<file path="src/rtl/mul_issue_ctrl.sv">
// Issue/collect controller for the two-stage 32x32 multiplier.
// Optional result forwarding from S2 via `define MUL_FORWARD_EN.
module mul_issue_ctrl #(
  parameter int TAG_W = 5
) (
  input  logic             mul_clk,
  input  logic             reset,
  input  logic             in_valid,
  output logic             in_ready,
  input  logic [1:0]       in_op,
  input  logic [31:0]      in_x,
  input  logic [31:0]      in_y,
  input  logic [TAG_W-1:0] in_tag,
  input  logic             flush,
  output logic             out_valid,
  input  logic             out_ready,
  output logic [31:0]      out_result,
  output logic [TAG_W-1:0] out_tag,
  output logic             busy,
  output logic             m_resetn,
  output logic             m_signed,
  output logic [31:0]      m_x,
  output logic [31:0]      m_y,
  input  logic [63:0]      m_result
);

  typedef enum logic [1:0] {
    IDLE,
    S1,
    S2,
    OUT
  } state_e;

  state_e             state_q, state_d;
  logic [31:0]        x_q, x_d;
  logic [31:0]        y_q, y_d;
  logic [31:0]        res_q, res_d;
  logic [TAG_W-1:0]   tag_q, tag_d;
  logic [1:0]         op_q, op_d;
  logic               sgn_q, sgn_d;
  logic               accept;
  logic               sel_hi;
  logic [31:0]        live_word;

  // op 11 falls through to the low word, same as op 00
  assign sel_hi    = (op_q == 2'b01) | (op_q == 2'b10);
  assign live_word = sel_hi ? m_result[63:32]
                            : m_result[31:0];

  assign m_x      = x_q;
  assign m_y      = y_q;
  assign m_signed = sgn_q;
  assign m_resetn = ~reset;
  assign out_tag  = tag_q;
  assign busy     = (state_q != IDLE);
  assign accept   = in_valid & in_ready;

  always_comb begin
    in_ready   = 1'b0;
    out_valid  = 1'b0;
    out_result = res_q;
    unique case (state_q)
      IDLE: in_ready = 1'b1;
      S1: begin
      end
      S2: begin
`ifdef MUL_FORWARD_EN
        out_valid  = ~flush;
        out_result = live_word;
        in_ready   = out_ready & ~flush;
`endif
      end
      OUT: begin
        out_valid = 1'b1;
        in_ready  = out_ready & ~flush;
      end
      default: begin
      end
    endcase
    if (reset) in_ready = 1'b0;
  end

  always_comb begin
    state_d = state_q;
    x_d     = x_q;
    y_d     = y_q;
    tag_d   = tag_q;
    op_d    = op_q;
    sgn_d   = sgn_q;
    res_d   = res_q;

    if (accept) begin
      x_d   = in_x;
      y_d   = in_y;
      tag_d = in_tag;
      op_d  = in_op;
      sgn_d = (in_op != 2'b10);
    end

    if ((state_q == S2) && !flush) begin
      res_d = live_word;
    end

    unique case (state_q)
      IDLE: if (accept) state_d = S1;
      S1:   state_d = S2;
      S2: begin
`ifdef MUL_FORWARD_EN
        if (out_ready) begin
          state_d = accept ? S1 : IDLE;
        end else begin
          state_d = OUT;
        end
`else
        state_d = OUT;
`endif
      end
      OUT: begin
        if (out_ready) begin
          state_d = accept ? S1 : IDLE;
        end
      end
      default: state_d = IDLE;
    endcase

    // operands are kept; only the sequence is abandoned
    if (flush && (state_q != IDLE)) begin
      state_d = IDLE;
    end
  end

  always_ff @(posedge mul_clk) begin
    if (reset) begin
      state_q <= IDLE;
      x_q     <= '0;
      y_q     <= '0;
      res_q   <= '0;
      tag_q   <= '0;
      op_q    <= '0;
      sgn_q   <= 1'b0;
    end else begin
      state_q <= state_d;
      x_q     <= x_d;
      y_q     <= y_d;
      res_q   <= res_d;
      tag_q   <= tag_d;
      op_q    <= op_d;
      sgn_q   <= sgn_d;
    end
  end

endmodule

</file>
<file path="config.mk">
export PLATFORM = sky130hd
export DESIGN_NAME = mul_issue_ctrl
export DESIGN_NICKNAME = d
export VERILOG_FILES = /design/src/rtl/mul_issue_ctrl.sv
export SDC_FILE = /design/constraint.sdc
export NUM_CORES = 1
export LEC_CHECK = 0
export CORE_ASPECT_RATIO = 0.6
export CORE_MARGIN = 2
export CORE_UTILIZATION = 42
export CTS_CLUSTER_DIAMETER = 60
export DETAILED_ROUTE_END_ITERATION = 10
export GPL_TIMING_DRIVEN = 0
export PLACE_DENSITY = 0.87
export SYNTH_ARGS = -nofsm -noshare
export SYNTH_HDL_FRONTEND = slang
export SYNTH_SLANG_ARGS = --single-unit
</file>
<file path="constraint.sdc">
create_clock -name mul_clk -period 5.8 [get_ports mul_clk]
set_clock_uncertainty 0.15 [all_clocks]
set_input_delay 1.16 -clock mul_clk [delete_from_list [all_inputs] [get_ports mul_clk]]
set_output_delay 1.16 -clock mul_clk [all_outputs]
set_load 0.05 [all_outputs]
</file>
# Yosys cells after proc, flatten, opt, wreduce, memory -nomap -nowiden
# Index checks and enable logic that the tools add are counted.
# word_totals
word_cells,35
input_bits,140
latch_bits,0
n_memories,0
rom_bits,0
regBits,106
ram_bits,0
out_inout_bits,106
# op_classes
div_mod_pow,0
addsub,0
n_reduce_logical,7
n_mul,0
muxes,8
eq_ne,8
bitwise,5
shift,0
order_cmp,0
# ops
operator,count
$mux W32,1
$pmux W2 S4,1
$eq A2 B2 Y1 const B,3
$ne A2 B2 Y1 const B,3
$eq A2 B1 Y1 const B,2
$mux W2,2
$mux W1,3
$and A1 B1 Y1,2
$logic_and A1 B1 Y1,2
$logic_not A2 Y1,1
$not A1 Y1,2
$pmux W1 S2,1
$reduce_and A2 Y1,1
$reduce_bool A2 Y1,1
$reduce_or A2 Y1,1
$logic_not A1 Y1,1
$or A1 B1 Y1,1

# Logic depth before layout (Yosys ltp)
# Gate-level depths: netlist of the first run.
# logic_depth
ltp_word,8
ltp_mapped,8
ltp_nobuf,6

# Worst setup path before layout of the first run
# OpenSTA, ideal clock, no wires.
# synth_timing
path_type,in2out
startpoint,input flush
endpoint,output in_ready
arrival_time_ns,2.500
path_stages,3
setup_slack_ns,1.990
n_path_buf,0
required_ns,4.490
cell_sequence,and3b_1 -> nor2_1 -> nor3_1
# synth_between
elab_chain_len,4
# synth_rtl
element,line_no,rtl
start: declaration,14,"input logic flush,"
$not A1 Y1,75,in_ready = out_ready & ~flush;
$and A1 B1 Y1,75,
$pmux W1 S2,62,unique case (state_q)
$mux W1,80,if (reset) in_ready = 1'b0;
end: declaration,9,"output logic in_ready,"
# Every way passes these cells.

# Worst setup path in the final report of the first run
# layout_timing
startpoint,input reset
endpoint,output in_ready
# layout_between
elab_chain_len,1
# layout_rtl
element,line_no,rtl
start: declaration,7,"input logic reset,"
$mux W1,80,
# Every way passes these cells.

==> results of run 1 <==
-- layer usage --
layer | up-vias | GRT usage [%]
li1 | 2121 | -
met1 | 2012 | 28.4
met2 | 144 | 37.8
met3 | 15 | 7.45
met4 | 0 | 5.33
met5 | - | 0
-- final timing paths --
check / startpoint / endpoint / cells past startpoint
worst max-delay path: reset / in_ready / 4
worst min-delay path: m_x[8] / m_x[8] / 2
worst max register to register: state_q[1] / m_x[20] / 8
worst min register to register: m_x[8] / m_x[8] / 2
-- logic make-up (layout without fill, tap and decap cells) --
logic type / Yosys count / count (layout)
AO/OA/AOI/OAI: 142 / 142
XOR/XNOR: 1 / 1
adder cells (fa/ha/maj): 4 / 4
buffers and inverters: 41 / 301
flip-flops: 106 / 106
multiplexers: 33 / 33
AND/OR/NAND/NOR: 154 / 154
-- worst max-delay path, stage by stage --
cell and delay [ns]:
clkdlybuf4s50_1 0.46, clkbuf_1 0.31, nor3_1 0.25, clkdlybuf4s50_1 0.85
-- synth_stat cells, types with 3 or more instances --
cell / instances / area share [%]
nand2_2: 69 / 9.4
buf_2: 8 / 0.87
mux2i_1: 33 / 7.2
clkbuf_1: 18 / 1.5
o21ai_0: 32 / 3.5
ha_1: 4 / 1.1
buf_4: 3 / 0.49
nor2b_1: 3 / 0.41
nand2_1: 74 / 6.1
a21oi_2: 70 / 13
dfxtp_1: 106 / 46
a21oi_1: 35 / 3.8
buf_12: 8 / 3.5
-- metrics by stage --
step	cell area [um^2]	setup WS [ns]	hold slack, ns
global route	7520	1.31	0.332
floorplan	4580	1.99	0.306
finish	7520	1.46	0.309
detailed placement	7210	1.41	0.302
global placement	7210	1.43	0.299
CTS	7520	1.41	0.311
-- registers in the layout, summed over array words and instances (netlist names) --
name,count
m_x,32
m_y,32
out_result,32
out_tag,5
op_q,2
state_q,2
m_signed,1
-- power breakdown --
part           leakage, uW  internal [uW]  switching, uW
clock             0.000150            378            262
sequential        0.000861            832           56.4
combinational      0.00178            500            772
-- final cells by class --
| type | instances | area (um^2) |
|---|---|---|
| Buffer | 37 | 290 |
| Clock buffer | 11 | 233 |
| Clock inverter | 4 | 77.6 |
| Fill cell | 765 | 3070 |
| Inverter | 4 | 15.0 |
| Multi-Input combinational cell | 334 | 2160 |
| Sequential cell | 106 | 2120 |
| Tap cell | 139 | 174 |
| Timing Repair Buffer | 245 | 2450 |
==> impl_metrics.tcl, run 1 <==
set metrics [dict create \
    h-tree-depth 3 \
    worstSetupPathType "primary input to output port" \
    cts_buffer_depth 2 \
    synth-simple-area-share_pct 16.9 \
    final_util_pct 71.0 \
    cts_made_buffers 9 \
    dieArea_mm2 0.0118 \
    yosysSeqAreaShare_pct 46.3 \
    setup_viol 0 \
    die_y_um 84.9 \
    finalSetupTns_ns 0 \
    post_drt_wl_per_cell_um 15.3 \
    synth_edf_count 0 \
    area_delta_synth_final_pct 64.1 \
    cts_tree "yes" \
    routabilityCongestion 0.809 \
    outcome "completed" \
    cts_sinks 106 \
    finalPower_uw 2800 \
    core-area_mm2 0.0106 \
    syn-cell-area_mm2 0.00458 \
    dp_cells 865 \
    clock.fmax_mhz 230 \
    start_util_pct 43.3 \
    power_density_mw_per_mm2 372 \
    antenna_found_initial 0 \
    synth-seq-cells 106 \
    hpwl_um 10600 \
    yosysWarnings 0 \
    ir_drop_uv 208 \
    drive_gt1_share_pct 23.5 \
    drtIter0Drc 143 \
    max_slew_margin_pct 50.7 \
    dr.max_layer_used "met4" \
    finalCriticalPeriod_ns 4.34 \
    dr_wl_met3_um 970 \
    worst_pin_slew_ns 0.739 \
    antenna_left 0 \
    clk-insertion-delay-late_ns 0.33 \
    reg2reg_setup_slack_ns 3.51 \
    hold_viol 0 \
    syn_nets 625 \
    track_usage_pct 22.5 \
    vias_per_cell 4.88 \
    path_clk_slew_ns 0.06 \
    dr_wl_met2_um 6350 \
    ctsHoldBuffers 0 \
    wl_met1_um 5970 \
    synth.area.mux_share_pct 7.21 \
    synth_top_family_by_area "compound AO/OA/AOI/OAI gates" \
    io_pins 246 \
    crit_arrival_ns 3.03 \
    dr.pass1.iters 4 \
    rsz0062_at_grt "no" \
    timing.critical_path.fanout_max 10 \
    critPathLaunchType "primary input" \
    final_common_cell "clkdlybuf4s50_1" \
    grt_pass1_wl_um 21800 \
    required_ns 4.49 \
    synth_cell_types 27 \
    grt_pass1_vias 4423 \
    end_kind "output port" \
    min_path_type "register to register" \
    syn_inst 481 \
    synthAdderAreaFrac_pct 1.09 \
    grt_overflow_total 0 \
    die_w_um 139 \
    cts.repair.resized 0 \
    synth-compound-area-share_pct 21.6 \
    cts_setup_buffers 0 \
    yosys_most_used_dff "dfxtp_1" \
    drv_slew 0 \
    io_buffers 245 \
    fin_nets 881 \
    async_flop_share_pct 0 \
    p_leak_uw 0.00279 \
    rows 29 \
    synth.avg_cell_area_um2 9.53 \
    layout_common_cells "clkdlybuf4s50_1 (245), dfxtp_1 (106), nand2_1 (74), a21oi_2 (70), nand2_2 (69)" \
    period_share_pct 74.9 \
    drc 0 \
    vias 4292 \
    root_buffer "clkbuf_16" \
    max_cap_violations 0 \
    final_cells 880 \
    diodes 0 \
    grt_max_degree 17 \
    wl_um 13500 \
    synth_xor_area_share_pct 0.191 \
]
Power figures use the tool's default switching activity.
==> run 2, diff against run 1 <==
--- a/config.mk
+++ b/config.mk
@@ -7,11 +7,11 @@
 export LEC_CHECK = 0
 export CORE_ASPECT_RATIO = 0.6
 export CORE_MARGIN = 2
-export CORE_UTILIZATION = 42
+export CORE_UTILIZATION = 36
 export CTS_CLUSTER_DIAMETER = 60
 export DETAILED_ROUTE_END_ITERATION = 10
 export GPL_TIMING_DRIVEN = 0
-export PLACE_DENSITY = 0.87
+export PLACE_DENSITY = 0.8
 export SYNTH_ARGS = -nofsm -noshare
 export SYNTH_HDL_FRONTEND = slang
 export SYNTH_SLANG_ARGS = --single-unit
==> constraint.sdc (replaced) <==
create_clock -name mul_clk -period 3.6 [get_ports mul_clk]
set_clock_uncertainty 0.15 [all_clocks]
set_input_delay 0.72 -clock mul_clk [delete_from_list [all_inputs] [get_ports mul_clk]]
set_output_delay 0.72 -clock mul_clk [all_outputs]
set_load 0.05 [all_outputs]
==> impl_metrics.tcl, run 2 (same netlist as run 1, synthesis figures left out) <==
set metrics [dict create \
    outcome "completed" \
    fin_nets 881 \
    rsz0062_at_grt "no" \
    cts_buffer_depth 2 \
    antenna_found_initial 0 \
    min_path_type "register to register" \
    vias 4273 \
    path_buf_inv 3 \
    final_util_pct 61.7 \
    core-area_mm2 0.0123 \
    routabilityCongestion 0.772 \
    worst_slack_ns 0.146 \
    final_cells 906 \
    period_share_pct 96.0 \
    post_drt_wl_per_cell_um 15.1 \
    dp_cells 891 \
    drc 0 \
    finalSetupTns_ns 0 \
    fill_cells 1007 \
    track_usage_pct 20.0 \
    power_density_mw_per_mm2 601 \
    critical_path.top_delay_family "buffers and inverters" \
    critPathSlowestCell "clkdlybuf4s50_1" \
    h-tree-depth 3 \
    clk-insertion-delay-late_ns 0.33 \
    cts_made_buffers 9 \
    cts_tree "yes" \
    cpPeakStageDelay_ns 0.85 \
    path_clk_slew_ns 0.07 \
    hold_viol 0 \
    wl_um 13600 \
    clock.fmax_mhz 289 \
    ctsHoldBuffers 0 \
    end_kind "output port" \
    grt_max_degree 18 \
    p_leak_uw 0.00280 \
    critPathLaunchType "primary input" \
    worstSetupPathType "primary input to output port" \
    vias_per_cell 4.72 \
    cts_sinks 106 \
    hold_ws_ns 0.313 \
    rows 31 \
    timing.critical_path.fanout_max 10 \
    io_pins 246 \
    antenna_left 0 \
    crit_arrival_ns 2.58 \
    max_slew_margin_pct 51.1 \
    worst_pin_slew_ns 0.733 \
    max_cap_violations 0 \
    cpMostUsedCell "clkdlybuf4s50_1" \
    grt_pass1_vias 4431 \
    die_y_um 91.4 \
    crit_path_cell_trace "clkdlybuf4s50_1 > clkbuf_1 > nor3_1 > clkdlybuf4s50_1" \
    area_delta_synth_final_pct 65.1 \
    ir_drop_uv 291 \
    root_buffer "clkbuf_16" \
    layout_common_cells "clkdlybuf4s50_1 (245), dfxtp_1 (106), nand2_1 (74), a21oi_2 (70), nand2_2 (69)" \
    dieArea_mm2 0.0137 \
    finalCriticalPeriod_ns 3.45 \
    grt_pass1_wl_um 21900 \
    drtIter0Drc 107 \
    start_util_pct 37.4 \
    die_w_um 150 \
    final_common_cell "clkdlybuf4s50_1" \
    setup_viol 0 \
    required_ns 2.73 \
    cts.repair.resized 0 \
    hpwl_um 10600 \
    drive_gt1_share_pct 23.8 \
    diodes 0 \
    dr.pass1.iters 4 \
    io_buffers 245 \
    grt_overflow_total 0 \
    dpl_worst_slack_ns 0.112 \
    drv_slew 0 \
    cts_setup_buffers 0 \
]
## run 2: cell count changes in the layout (fill, tap and decap cells not counted)
cell / before / now
clkbuf_8: 0 / 1
inv_6: 0 / 2
clkbuf_1: 20 / 18
clkinv_4: 2 / 1
## run 2: power by group
group          switching [uW]  internal [uW]  leakage [uW]
registers                91.3           1340      0.000861
logic                    1250            806       0.00178
clock network             435            631      0.000160
## run 2: metrics by stage
stage	power, uW	cell area, um^2
2_1_floorplan	2840	4580
3_3_place_gp	3460	7240
3_5_place_dp	3510	7240
4_1_cts	4600	7570
5_1_grt	4780	7570
6_report	4550	7570
## run 2: layout make-up
type                       instances  area, um^2  area share, %
buffer                            37         290           3.84
clock buffer                      10         239           3.16
clock inverter                     5        86.3           1.14
inverter                           4        15.0          0.198
multi-input combinational        334        2160           28.5
sequential                       106        2120           28.0
tap                              165         206           2.73
timing repair buffer             245        2450           32.4
## run 2: metal layers
metal | global-route usage (%) | part of all wire, %
met1 | 24.9 | 44
met2 | 33.7 | 48
met3 | 6.53 | 7.4
met4 | 4.25 | 1.0
met5 | 0 | 0
## run 2: path summary, 6_finish.rpt
path / startpoint / slack (ns) / cells past startpoint / endpoint
max: reset / 0.15 / 4 / in_ready
min reg2reg: m_x[8] / 0.31 / 2 / m_x[8]
max reg2reg: state_q[1] / 1.33 / 8 / m_x[25]
min: m_x[8] / 0.31 / 2 / m_x[8]
## run 2: worst min-delay path: stages, from the launching register on
cell	delay (ns)
dfxtp_1	0.31
nand2_1	0.05
a21oi_1	0.05
==> run 3, diff against run 2 <==
--- a/config.mk
+++ b/config.mk
@@ -5,6 +5,7 @@
 export SDC_FILE = /design/constraint.sdc
 export NUM_CORES = 1
 export LEC_CHECK = 0
+export ABC_CLOCK_PERIOD_IN_PS = 3600
 export CORE_ASPECT_RATIO = 0.6
 export CORE_MARGIN = 2
 export CORE_UTILIZATION = 36
==> constraint.sdc (replaced) <==
create_clock -name mul_clk -period 3.6 [get_ports mul_clk]
set_clock_uncertainty 0.15 [all_clocks]
set_input_delay 0.54 -clock mul_clk [delete_from_list [all_inputs] [get_ports mul_clk]]
set_output_delay 0.54 -clock mul_clk [all_outputs]
set_load 0.05 [all_outputs]
==> results of run 3 <==
The final DEF is identical to that of run 2. Status: completed.
Main changes from that run: setup slack after placement 0.112 ns -> 0.472 ns; setup slack after layout 0.146 ns -> 0.506 ns
